===== src/rtl/output_port_tx_pkg.sv =====
// Shared definitions for the output port transmitter: FSM encoding and serial line levels.
package output_port_tx_pkg;

   typedef enum logic [1:0] {
      IDLE  = 2'd0,
      START = 2'd1,
      DATA  = 2'd2,
      STOP  = 2'd3
   } tx_state_e;

   localparam logic START_BIT  = 1'b0;
   localparam logic STOP_BIT   = 1'b1;
   localparam logic IDLE_LEVEL = 1'b1;

endpackage


===== src/rtl/sync_fifo.sv =====
// Show-ahead synchronous FIFO; occupancy counter separates full from empty.
module sync_fifo #(
   parameter int DATA_W     = 16,
   parameter int FIFO_DEPTH = 4
) (
   input  logic                          CLK,
   input  logic                          Reset,
   input  logic                          push_i,
   input  logic                          pop_i,
   input  logic [DATA_W-1:0]             din_i,
   output logic [DATA_W-1:0]             dout_o,
   output logic [$clog2(FIFO_DEPTH):0]   count_o,
   output logic                          full_o,
   output logic                          empty_o
);

   localparam int PTR_W = $clog2(FIFO_DEPTH);
   localparam int CNT_W = PTR_W + 1;

   logic [DATA_W-1:0] mem_q [FIFO_DEPTH];
   logic [PTR_W-1:0]  wr_ptr_q, rd_ptr_q;
   logic [CNT_W-1:0]  count_q, count_d;
   logic              push_ok, pop_ok;

   assign full_o  = (count_q == CNT_W'(FIFO_DEPTH));
   assign empty_o = (count_q == '0);
   assign dout_o  = mem_q[rd_ptr_q];
   assign count_o = count_q;

   // A pop in the same cycle frees a slot, so a push into a full FIFO is still accepted.
   assign pop_ok  = pop_i && !empty_o;
   assign push_ok = push_i && (!full_o || pop_ok);

   // NOTE: every always_comb output gets a default first, so no latch is inferred.
   always_comb begin
      count_d = count_q;
      case ({push_ok, pop_ok})
         2'b10:   count_d = count_q + CNT_W'(1);
         2'b01:   count_d = count_q - CNT_W'(1);
         default: count_d = count_q;
      endcase
   end

   // NOTE: storage has no reset; the pointers and count alone define which entries are valid.
   always_ff @(posedge CLK) begin
      if (push_ok) mem_q[wr_ptr_q] <= din_i;
   end

   // NOTE: non-blocking assignments in clocked blocks so every register sees pre-edge values.
   always_ff @(posedge CLK or posedge Reset) begin
      if (Reset) begin
         wr_ptr_q <= '0;
         rd_ptr_q <= '0;
         count_q  <= '0;
      end else begin
         if (push_ok) wr_ptr_q <= wr_ptr_q + PTR_W'(1);
         if (pop_ok)  rd_ptr_q <= rd_ptr_q + PTR_W'(1);
         count_q <= count_d;
      end
   end

endmodule


===== src/rtl/output_port_tx.sv =====
// Output port: buffers OutputWrite words in a FIFO and sends them as start/data/stop frames.
module output_port_tx
   import output_port_tx_pkg::*;
#(
   parameter int DATA_W       = 16,
   parameter int FIFO_DEPTH   = 4,
   parameter int CLKS_PER_BIT = 4
) (
   input  logic                          CLK,
   input  logic                          Reset,
   input  logic                          OutputWrite,
   input  logic [DATA_W-1:0]             OutData,
   input  logic                          OverflowClear,
   output logic                          TxSerial,
   output logic                          TxBusy,
   output logic                          FifoFull,
   output logic [$clog2(FIFO_DEPTH):0]   FifoCount,
   output logic                          Overflow
);

   localparam int BAUD_W = (CLKS_PER_BIT > 1) ? $clog2(CLKS_PER_BIT) : 1;
   localparam int BIT_W  = (DATA_W > 1) ? $clog2(DATA_W) : 1;

   tx_state_e          state_q, state_d;
   logic [BAUD_W-1:0]  baud_q, baud_d;
   logic [BIT_W-1:0]   bit_q, bit_d;
   logic [DATA_W-1:0]  shift_q, shift_d;
   logic               tx_q, tx_d;
   logic               busy_q, busy_d;
   logic               ovf_q, ovf_d;
   logic               pop, drop, baud_done, bit_last;
   logic [DATA_W-1:0]  fifo_dout;
   logic               fifo_full, fifo_empty;

   sync_fifo #(
      .DATA_W     (DATA_W),
      .FIFO_DEPTH (FIFO_DEPTH)
   ) u_fifo (
      .CLK     (CLK),
      .Reset   (Reset),
      .push_i  (OutputWrite),
      .pop_i   (pop),
      .din_i   (OutData),
      .dout_o  (fifo_dout),
      .count_o (FifoCount),
      .full_o  (fifo_full),
      .empty_o (fifo_empty)
   );

   assign baud_done = (baud_q == BAUD_W'(CLKS_PER_BIT - 1));
   assign bit_last  = (bit_q == BIT_W'(DATA_W - 1));

   always_comb begin
      state_d = state_q;
      baud_d  = baud_done ? '0 : baud_q + BAUD_W'(1);
      bit_d   = bit_q;
      shift_d = shift_q;
      tx_d    = tx_q;
      busy_d  = busy_q;
      pop     = 1'b0;
      case (state_q)
         IDLE: begin
            baud_d = '0;
            if (!fifo_empty) begin
               pop     = 1'b1;
               shift_d = fifo_dout;
               tx_d    = START_BIT;
               busy_d  = 1'b1;
               state_d = START;
            end
         end
         START: if (baud_done) begin
            tx_d    = shift_q[0];
            shift_d = shift_q >> 1;
            bit_d   = '0;
            state_d = DATA;
         end
         DATA: if (baud_done) begin
            if (bit_last) begin
               tx_d    = STOP_BIT;
               state_d = STOP;
            end else begin
               tx_d    = shift_q[0];
               shift_d = shift_q >> 1;
               bit_d   = bit_q + BIT_W'(1);
            end
         end
         STOP: if (baud_done) begin
            // Chain straight into the next frame when more words are queued.
            if (!fifo_empty) begin
               pop     = 1'b1;
               shift_d = fifo_dout;
               tx_d    = START_BIT;
               state_d = START;
            end else begin
               tx_d    = IDLE_LEVEL;
               busy_d  = 1'b0;
               state_d = IDLE;
            end
         end
         default: state_d = IDLE;
      endcase
   end

   // A dropped push outranks a simultaneous clear.
   assign drop  = OutputWrite && fifo_full && !pop;
   assign ovf_d = drop || (ovf_q && !OverflowClear);

   always_ff @(posedge CLK or posedge Reset) begin
      if (Reset) begin
         state_q <= IDLE;
         baud_q  <= '0;
         bit_q   <= '0;
         shift_q <= '0;
         tx_q    <= IDLE_LEVEL;
         busy_q  <= 1'b0;
         ovf_q   <= 1'b0;
      end else begin
         state_q <= state_d;
         baud_q  <= baud_d;
         bit_q   <= bit_d;
         shift_q <= shift_d;
         tx_q    <= tx_d;
         busy_q  <= busy_d;
         ovf_q   <= ovf_d;
      end
   end

   assign TxSerial = tx_q;
   assign TxBusy   = busy_q;
   assign FifoFull = fifo_full;
   assign Overflow = ovf_q;

endmodule


===== config.mk =====
export PLATFORM = sky130hd
export DESIGN_NAME = output_port_tx
export DESIGN_NICKNAME = d
export VERILOG_FILES = /design/src/rtl/output_port_tx_pkg.sv /design/src/rtl/sync_fifo.sv /design/src/rtl/output_port_tx.sv
export SDC_FILE = /design/constraint.sdc
export NUM_CORES = 1
export LEC_CHECK = 0
export CORE_MARGIN = 1.5
export CORE_UTILIZATION = 30
export DETAILED_ROUTE_END_ITERATION = 7
export GPL_TIMING_DRIVEN = 0
export PLACE_DENSITY = 0.45
export SETUP_SLACK_MARGIN = 0.4
export SLEW_MARGIN = 40
export SYNTH_ARGS = -nofsm -noshare
export SYNTH_HDL_FRONTEND = slang
export SYNTH_SLANG_ARGS = --single-unit
export TNS_END_PERCENT = 10

===== constraint.sdc =====
create_clock -name CLK -period 2.9 [get_ports CLK]
set_input_delay 0.58 -clock CLK [delete_from_list [all_inputs] [get_ports CLK]]
set_output_delay 0.58 -clock CLK [all_outputs]
set_load 0.02 [all_outputs]

## Yosys cells after proc, flatten, opt, wreduce, memory -nomap -nowiden

Memory sizes are Yosys's and may differ from the RTL's.
Cells that the tools add are included.

| operators by class | value |
|---|---|
| add/subtract/negate cells | 6 |
| eq/ne operators | 15 |
| multiplexer cells | 36 |
| reductions and logical operators | 21 |

Operator list:

| cell | number |
|---|---|
| two-way mux 16 bit | 5 |
| one-hot mux 16 bit (4 select lines) | 1 |
| AND reduction 4 bit | 4 |
| two-way mux 1 bit | 14 |
| two-way mux 2 bit | 7 |
| inequality test 2 bit (second input constant) | 7 |
| two-way mux 4 bit | 3 |
| equality test 2 bit (second input constant) | 4 |
| one-hot mux 2 bit (4 select lines) | 1 |
| one-hot mux 4 bit (2 select lines) | 1 |
| adder 2 x 1 -> 2 bit (second input constant) | 3 |
| one-hot mux 3 bit (2 select lines) | 1 |
| nonzero test 2 bit | 3 |
| logical AND 1 bit | 5 |
| AND reduction 5 bit | 1 |
| adder 4 x 1 -> 4 bit (second input constant) | 1 |
| equality test 2 x 1 -> 1 bit (second input constant) | 2 |
| equality test 4 bit (second input constant) | 1 |
| logical NOT 1 bit | 4 |
| one-hot mux 1 bit (2 select lines) | 2 |
| one-hot mux 1 bit (4 select lines) | 1 |
| adder 3 x 1 -> 3 bit (second input constant) | 1 |
| equality test 3 bit (second input constant) | 1 |
| logical NOT 3 bit | 1 |
| 3 further kinds | 4 |

| word-level totals | value |
|---|---|
| flip-flop bits (word level) | 34 |
| bits in writable memories | 64 |
| bits of input ports | 20 |
| memories kept | 1 |

Memory list:

| name | words | width | rd ports | clocked after memory_dff | write ports | RTL line | text |
|---|---|---|---|---|---|---|---|
| u_fifo.mem_q | 4 | 16 | 1 | 0 | 1 | sync_fifo.sv:20 | `logic [DATA_W-1:0] mem_q [FIFO_DEPTH];` |

## Logic depth before layout (Yosys ltp)

| logic depth | value |
|---|---|
| depth after elaboration | 9 |
| mapped depth | 11 |
| depth with buffers taken out | 11 |

## Cells and area by module

From an unflattened synthesis, not the netlist that was laid out.

| unflattened totals | value |
|---|---|
| cells, all modules | 276 |
| area total of the unflattened synthesis | 4235.3 µm² |

Modules (own cells, without submodules):

| module | times used | cells an instance | area an instance (µm²) |
|---|---|---|---|
| sync_fifo | 1 | 138 | 2829.0 |
| output_port_tx | 1 | 138 | 1406.3 |

## Worst setup path after synthesis

No wires, ideal clock.

| path | value |
|---|---|
| path kind | register to register |
| from | reg u_fifo.count_q[2] (netlist: u_fifo.count_o[2]) |
| to | reg u_fifo.count_q[2] (netlist: u_fifo.count_o[2]) |
| library setup time | 80 ps |
| data arrival time | 2618 ps |
| required time | 2820 ps |
| slack | 203 ps |
| cell stages (with the launch flop) | 10 |
| path buffers | 0 |
| cell sequence | dfrtp_1 -> nor3b_1 -> o21ai_0 -> nand2_1 -> ha_1 -> inv_1 -> fa_1 -> xor2_1 -> nor2_1 -> xor2_1 |

| on the way | value |
|---|---|
| elaborated cells between the ends (all ways) | 16 |
| classes of those cells | add/sub (2); eq/ne (3); mux (4); reduce/logical (7) |

RTL lines:

| element | RTL line | text |
|---|---|---|
| start: declaration | sync_fifo.sv:22 | `logic [CNT_W-1:0] count_q, count_d;` |
| start signal: assignment | sync_fifo.sv:58 | `count_q <= count_d;` |
| equality test 3 bit * | sync_fifo.sv:25 | `assign full_o = (count_q == CNT_W'(FIFO_DEPTH));` |
| via FifoFull | output_port_tx.sv:16 | `output logic FifoFull,` |
| logical NOT 1 bit * | sync_fifo.sv:32 | `assign push_ok = push_i && (!full_o \|\| pop_ok);` |
| logical OR 1 bit * | sync_fifo.sv:32 |  |
| logical AND 1 bit * | sync_fifo.sv:32 |  |
| equality test 2 x 1 -> 1 bit or equality test 2 bit (tied branches) | sync_fifo.sv:37 | `case ({push_ok, pop_ok})` |
| one-hot mux 3 bit (2 select lines) or nonzero test 2 bit (tied branches) | n/a |  |

Mark *: on every way through the listed nets, which the timed path passes. The rest lies on a longest branch.
A chain may end at the register's enable or synchronous reset.

## Worst setup path after layout

| path | value |
|---|---|
| from | reg state_q[1] |
| to | reg u_fifo.count_q[2] (netlist: u_fifo.count_o[2]) |

| on the way | value |
|---|---|
| cells in the longest elaborated chain, start to end | 7 |
| elaborated cells between the ends (all ways) | 10 |
| classes of those cells | eq/ne (3); mux (2); reduce/logical (5) |

RTL lines:

| element | RTL line | text |
|---|---|---|
| start: declaration | output_port_tx.sv:24 | `tx_state_e state_q, state_d;` |
| start signal: assignment | output_port_tx.sv:119 | `state_q <= state_d;` |
| equality test 2 bit or logical NOT 2 bit (tied branches) | output_port_tx.sv:61 | `case (state_q)` |
| one-hot mux 1 bit (2 select lines) * | output_port_tx.sv:61 |  |
| logical AND 1 bit * | sync_fifo.sv:31 | `assign pop_ok = pop_i && !empty_o;` |
| via u_fifo.pop_ok | sync_fifo.sv:23 | `logic push_ok, pop_ok;` |
| logical OR 1 bit | sync_fifo.sv:32 |  |
| logical AND 1 bit | sync_fifo.sv:32 |  |
| equality test 2 x 1 -> 1 bit or equality test 2 bit (tied branches) | sync_fifo.sv:37 |  |
| one-hot mux 3 bit (2 select lines) or nonzero test 2 bit (tied branches) | n/a |  |

Marked as above.

==> reports/results.txt <==
The clock-pin slew reported for the worst setup and hold paths after clock tree synthesis is 70 ps. The chip width was 121 um. The number of unique standard cell types used by synthesis was 39. The tools report the sort of element at the end of the critical path as a flop.

The initial utilization of the core area, before any placement, comes to 30.5%. The transition time at the pin with the least slew margin was 574 ps. Dividing the final minimum period by the clock period gives 78.9%. For the final routed database, the setup TNS stands at 0 ps. The worst setup path is launched from a flop. The floorplan step defined a die boundary enclosing 0.0147 mm2.

The first routing iteration left 120 violations. The power per unit of standard cell area was 702 mW/mm2. TritonCTS created 9 clock buffers. Register bit count reported by yosys: 98.

Traced cell by cell, the critical path runs through inv_1 -> ha_2 -> buf_2 -> nor3_4 -> ha_1 -> inv_1 -> fa_1 -> xor2_1 -> nor2_1 -> xor2_1. Counting along the longest clock path gives a buffer depth of 2. The aggregate global-route resource usage was 12.5%; the max-slew violation count was 0.

The largest net degree at the start of global routing came out at 19. Summing the sequential cell areas from Yosys gives 66.0% of the chip area. The synthesized netlist occupies a cell area of 0.00420 mm2.

After global routing the overflow that remains totals 0. The clock tree synthesis step divided the H-tree into 3 levels. The number of rows created at floorplan is 43.

At the later pin of the worst-skew pair, clock insertion delay measures 350 ps. The wire length per cell after detailed routing was 15.9 um. On the critical path, the stage with the largest delay is an instance of sky130_fd_sc_hd__dfrtp_1.

Setup violations remaining at the end of the flow were counted as 0. The type of the worst setup path is flop to flop. The maximum fanout along the worst path is 10, and the final estimated routing congestion in global placement is 0.739. VDD sags by at most 255 uV. The area overhead of the layout relative to synthesis is 20.8%, and the number of hold violations in the final report is 0.

The core region area came out at 0.0138 mm2. Headroom to the max-slew limit came out at 61.7%. In the synthesized netlist the dominant register cell turns out to be sky130_fd_sc_hd__edfxtp_1. The kind of cell with the highest combined delay along the critical path is adder cells. The count of buffers inserted at the top-level ports was 26; the number of max-cap violations was 0. The routed layout has 2419 vias.

The first global-routing pass estimated 13400 um of wire. The post-synthesis async set-or-reset flop share was 34.7%. The worst hold-check path type was flop to flop. In this run the vertical extent of the chip is 121 um. The post-detailed-route count of antenna-violating nets was 0; the total number of clock tree sinks was 98. The number of antenna diodes in the final layout is 0. Detailed placement finished with a half-perimeter wire length of 5420 um. The run gives 300 as the cell count after synthesis. On the final layout, the worst clock skew is 7.34 ps. Averaged over all synthesized cells, the footprint is 14.0 um2.

STA puts the critical path data required time at 3180 ps. The pre-antenna-repair detailed-routing pass consisted of 4 iterations. TritonCTS built the clock tree.

In this run the clock root is driven by a sky130_fd_sc_hd__clkbuf_16. The flow ran to the end, and the final reports show no timing, DRC or antenna violations. For this run, the post-layout net count is 371.

The post-route netlist has 22.1% of its cells at a drive strength greater than 1. Summed over all cells, the static leakage comes to 0.00183 uW. For the number of global-route vias before repair, the log shows 2510. Setup repair after global routing left no endpoint under its margin. Pin placement for this block handled 27 I/O pins. The logs give 0.437 GHz for the maximum clock frequency and 0 for the initial antenna violation count. For the worst setup path, the data arrival time is 2570 ps. The wire length after detailed routing was 8330 um; the warning count from the yosys run was 0.

Synthesis produced a netlist with a net count of 332. In this design, the stage delay of the slowest critical-path cell is 400 ps. After layout, the minimum clock period comes to 2290 ps. Measured on the finished design, the core utilization comes to 36.9%. The final routed DRC violation total is 0, and the number of synthesized flops with an enable pin is 64.

The number of buffers and inverters on the critical path is 3. Using the TritonRoute via totals, the vias-per-cell ratio works out to 4.62.
-- cell usage in the layout (no fill, tap or decap), types with 2 or more instances in the layout --
cell and instances:
sky130_fd_sc_hd__edfxtp_1 64, sky130_fd_sc_hd__dfrtp_1 32, sky130_fd_sc_hd__mux2_2 31, sky130_fd_sc_hd__clkdlybuf4s50_1 26, sky130_fd_sc_hd__nand2_1 23, sky130_fd_sc_hd__nor2b_1 16, sky130_fd_sc_hd__o22ai_1 16, sky130_fd_sc_hd__o31ai_1 15
sky130_fd_sc_hd__inv_1 13, sky130_fd_sc_hd__ha_1 10, sky130_fd_sc_hd__buf_2 9, sky130_fd_sc_hd__clkbuf_16 9, sky130_fd_sc_hd__o21ai_0 6, sky130_fd_sc_hd__nor3_1 5, sky130_fd_sc_hd__nand3_1 5, sky130_fd_sc_hd__clkbuf_1 4
sky130_fd_sc_hd__nand2b_1 4, sky130_fd_sc_hd__a21oi_1 4, sky130_fd_sc_hd__and3_2 4, sky130_fd_sc_hd__nor2_1 4, sky130_fd_sc_hd__a22o_1 3, sky130_fd_sc_hd__xnor2_1 3, sky130_fd_sc_hd__xor2_1 3, sky130_fd_sc_hd__clkinv_2 3
sky130_fd_sc_hd__a222oi_1 2, sky130_fd_sc_hd__clkbuf_8 2
-- state kept, by name (all words and copies together), names as in the netlist --
name	cells
baud_q	2
shift_q	16
bit_q	4
TxBusy	1
Overflow	1
u_fifo.count_o	3
u_fifo.mem_q	64
u_fifo.wr_ptr_q	2
u_fifo.rd_ptr_q	2
state_q	2
TxSerial	1
-- worst register-to-register path: cells and delay by family (launching register included) --
family | cells | cell delay, ps
flip-flops | 1 | 400
buffers and inverters | 3 | 390
AND/OR/NAND/NOR | 2 | 270
adder cells (fa/ha/maj) | 3 | 880
XOR/XNOR | 2 | 300
-- layout make-up --
cell class / instances / area, um2
Buffer: 14 / 71.3
Tap cell: 180 / 225
Clock buffer: 11 / 253
Inverter: 14 / 52.6
Sequential cell: 98 / 2780
Fill cell: 1399 / 8700
Multi-Input combinational cell: 174 / 1350
Clock inverter: 5 / 52.6
Timing Repair Buffer: 28 / 295
-- cell usage after synthesis (2+ instances only) --
cell | count | area share [%]
sky130_fd_sc_hd__dfrtp_1 | 33 | 20
sky130_fd_sc_hd__mux2_2 | 31 | 8.3
sky130_fd_sc_hd__clkbuf_1 | 4 | 0.36
sky130_fd_sc_hd__edfxtp_1 | 64 | 46
sky130_fd_sc_hd__o31ai_1 | 15 | 2.7
sky130_fd_sc_hd__xor2_1 | 3 | 0.63
sky130_fd_sc_hd__nor3_1 | 7 | 0.83
sky130_fd_sc_hd__o21ai_0 | 7 | 0.83
sky130_fd_sc_hd__a222oi_1 | 2 | 0.48
sky130_fd_sc_hd__nor2b_1 | 16 | 2.4
sky130_fd_sc_hd__nand3_1 | 5 | 0.60
sky130_fd_sc_hd__xnor2_1 | 3 | 0.63
sky130_fd_sc_hd__o22ai_1 | 16 | 2.4
sky130_fd_sc_hd__nor2_1 | 4 | 0.36
sky130_fd_sc_hd__a22o_1 | 3 | 0.63
sky130_fd_sc_hd__and3_1 | 4 | 0.60
sky130_fd_sc_hd__nand2b_1 | 4 | 0.60
sky130_fd_sc_hd__buf_2 | 8 | 0.95
sky130_fd_sc_hd__inv_1 | 14 | 1.3
sky130_fd_sc_hd__nand2_1 | 24 | 2.1
sky130_fd_sc_hd__a21oi_1 | 5 | 0.60
sky130_fd_sc_hd__ha_1 | 11 | 3.3
-- timing repair --
action / in CTS / in global routing
setup endpoints to repair: 18 / 2
buffers inserted: 0 / 1
resized for setup: 5 / 5
pin swaps: 1 / 1
hold buffers: 0 / 0
-- routing by layer --
metal | up-vias | GRT usage, % | wire [um] | share of wire [%]
met5 | - | 0 | 0 | 0
met4 | 0 | 6.03 | 181 | 2.2
met3 | 9 | 3.48 | 285 | 3.4
met2 | 38 | 20.0 | 3860 | 46
met1 | 1181 | 15.7 | 4010 | 48
li1 | 1191 | - | - | -
-- final timing paths --
check                                  startpoint                            end  slack, ps  cells after the start
min reg2reg                   baud_q[0]$_DFF_PP0_            baud_q[0]$_DFF_PP0_        450                      1
max                        state_q[1]$_DFFE_PP0P_  u_fifo.count_o[2]$_DFFE_PP0P_        610                     10
max reg2reg                state_q[1]$_DFFE_PP0P_  u_fifo.count_o[2]$_DFFE_PP0P_        610                     10
min in group asynchronous                   Reset           bit_q[1]$_DFFE_PP0P_        540                      2
max in group asynchronous                   Reset           TxSerial$_DFFE_PP1P_       1840                      3
min                           baud_q[0]$_DFF_PP0_            baud_q[0]$_DFF_PP0_        450                      1
-- metrics by stage --
step | cell area (um2) | setup WS, ps | cells | hold WS, ps | total power (uW)
floorplan | 4210 | 506 | 300 | 416 | 2130
global placement | 4690 | 134 | 506 | 428 | 2350
detailed placement | 4730 | 180 | 507 | 446 | 2370
CTS | 5050 | 403 | 523 | 456 | 3600
global route | 5080 | 434 | 524 | 465 | 3720
finish | 5080 | 611 | 524 | 451 | 3560
-- logic make-up after synthesis --
| group | Yosys count | share of synthesized area (%) |
|---|---|---|
| AOI/OAI and AO/OA | 53 | 8.51 |
| xor gates and xnor gates | 6 | 1.25 |
| adders and majority gates | 12 | 3.75 |
| buffers and inverters | 28 | 2.92 |
| DFF | 98 | 66.0 |
| muxes | 33 | 9.08 |
| and+or+nand+nor | 70 | 8.48 |
-- power breakdown --
part           switching, uW  internal (uW)
clock network            520            711
logic                    301            214
registers               82.6           1730
(Power assumes the default switching activity.)
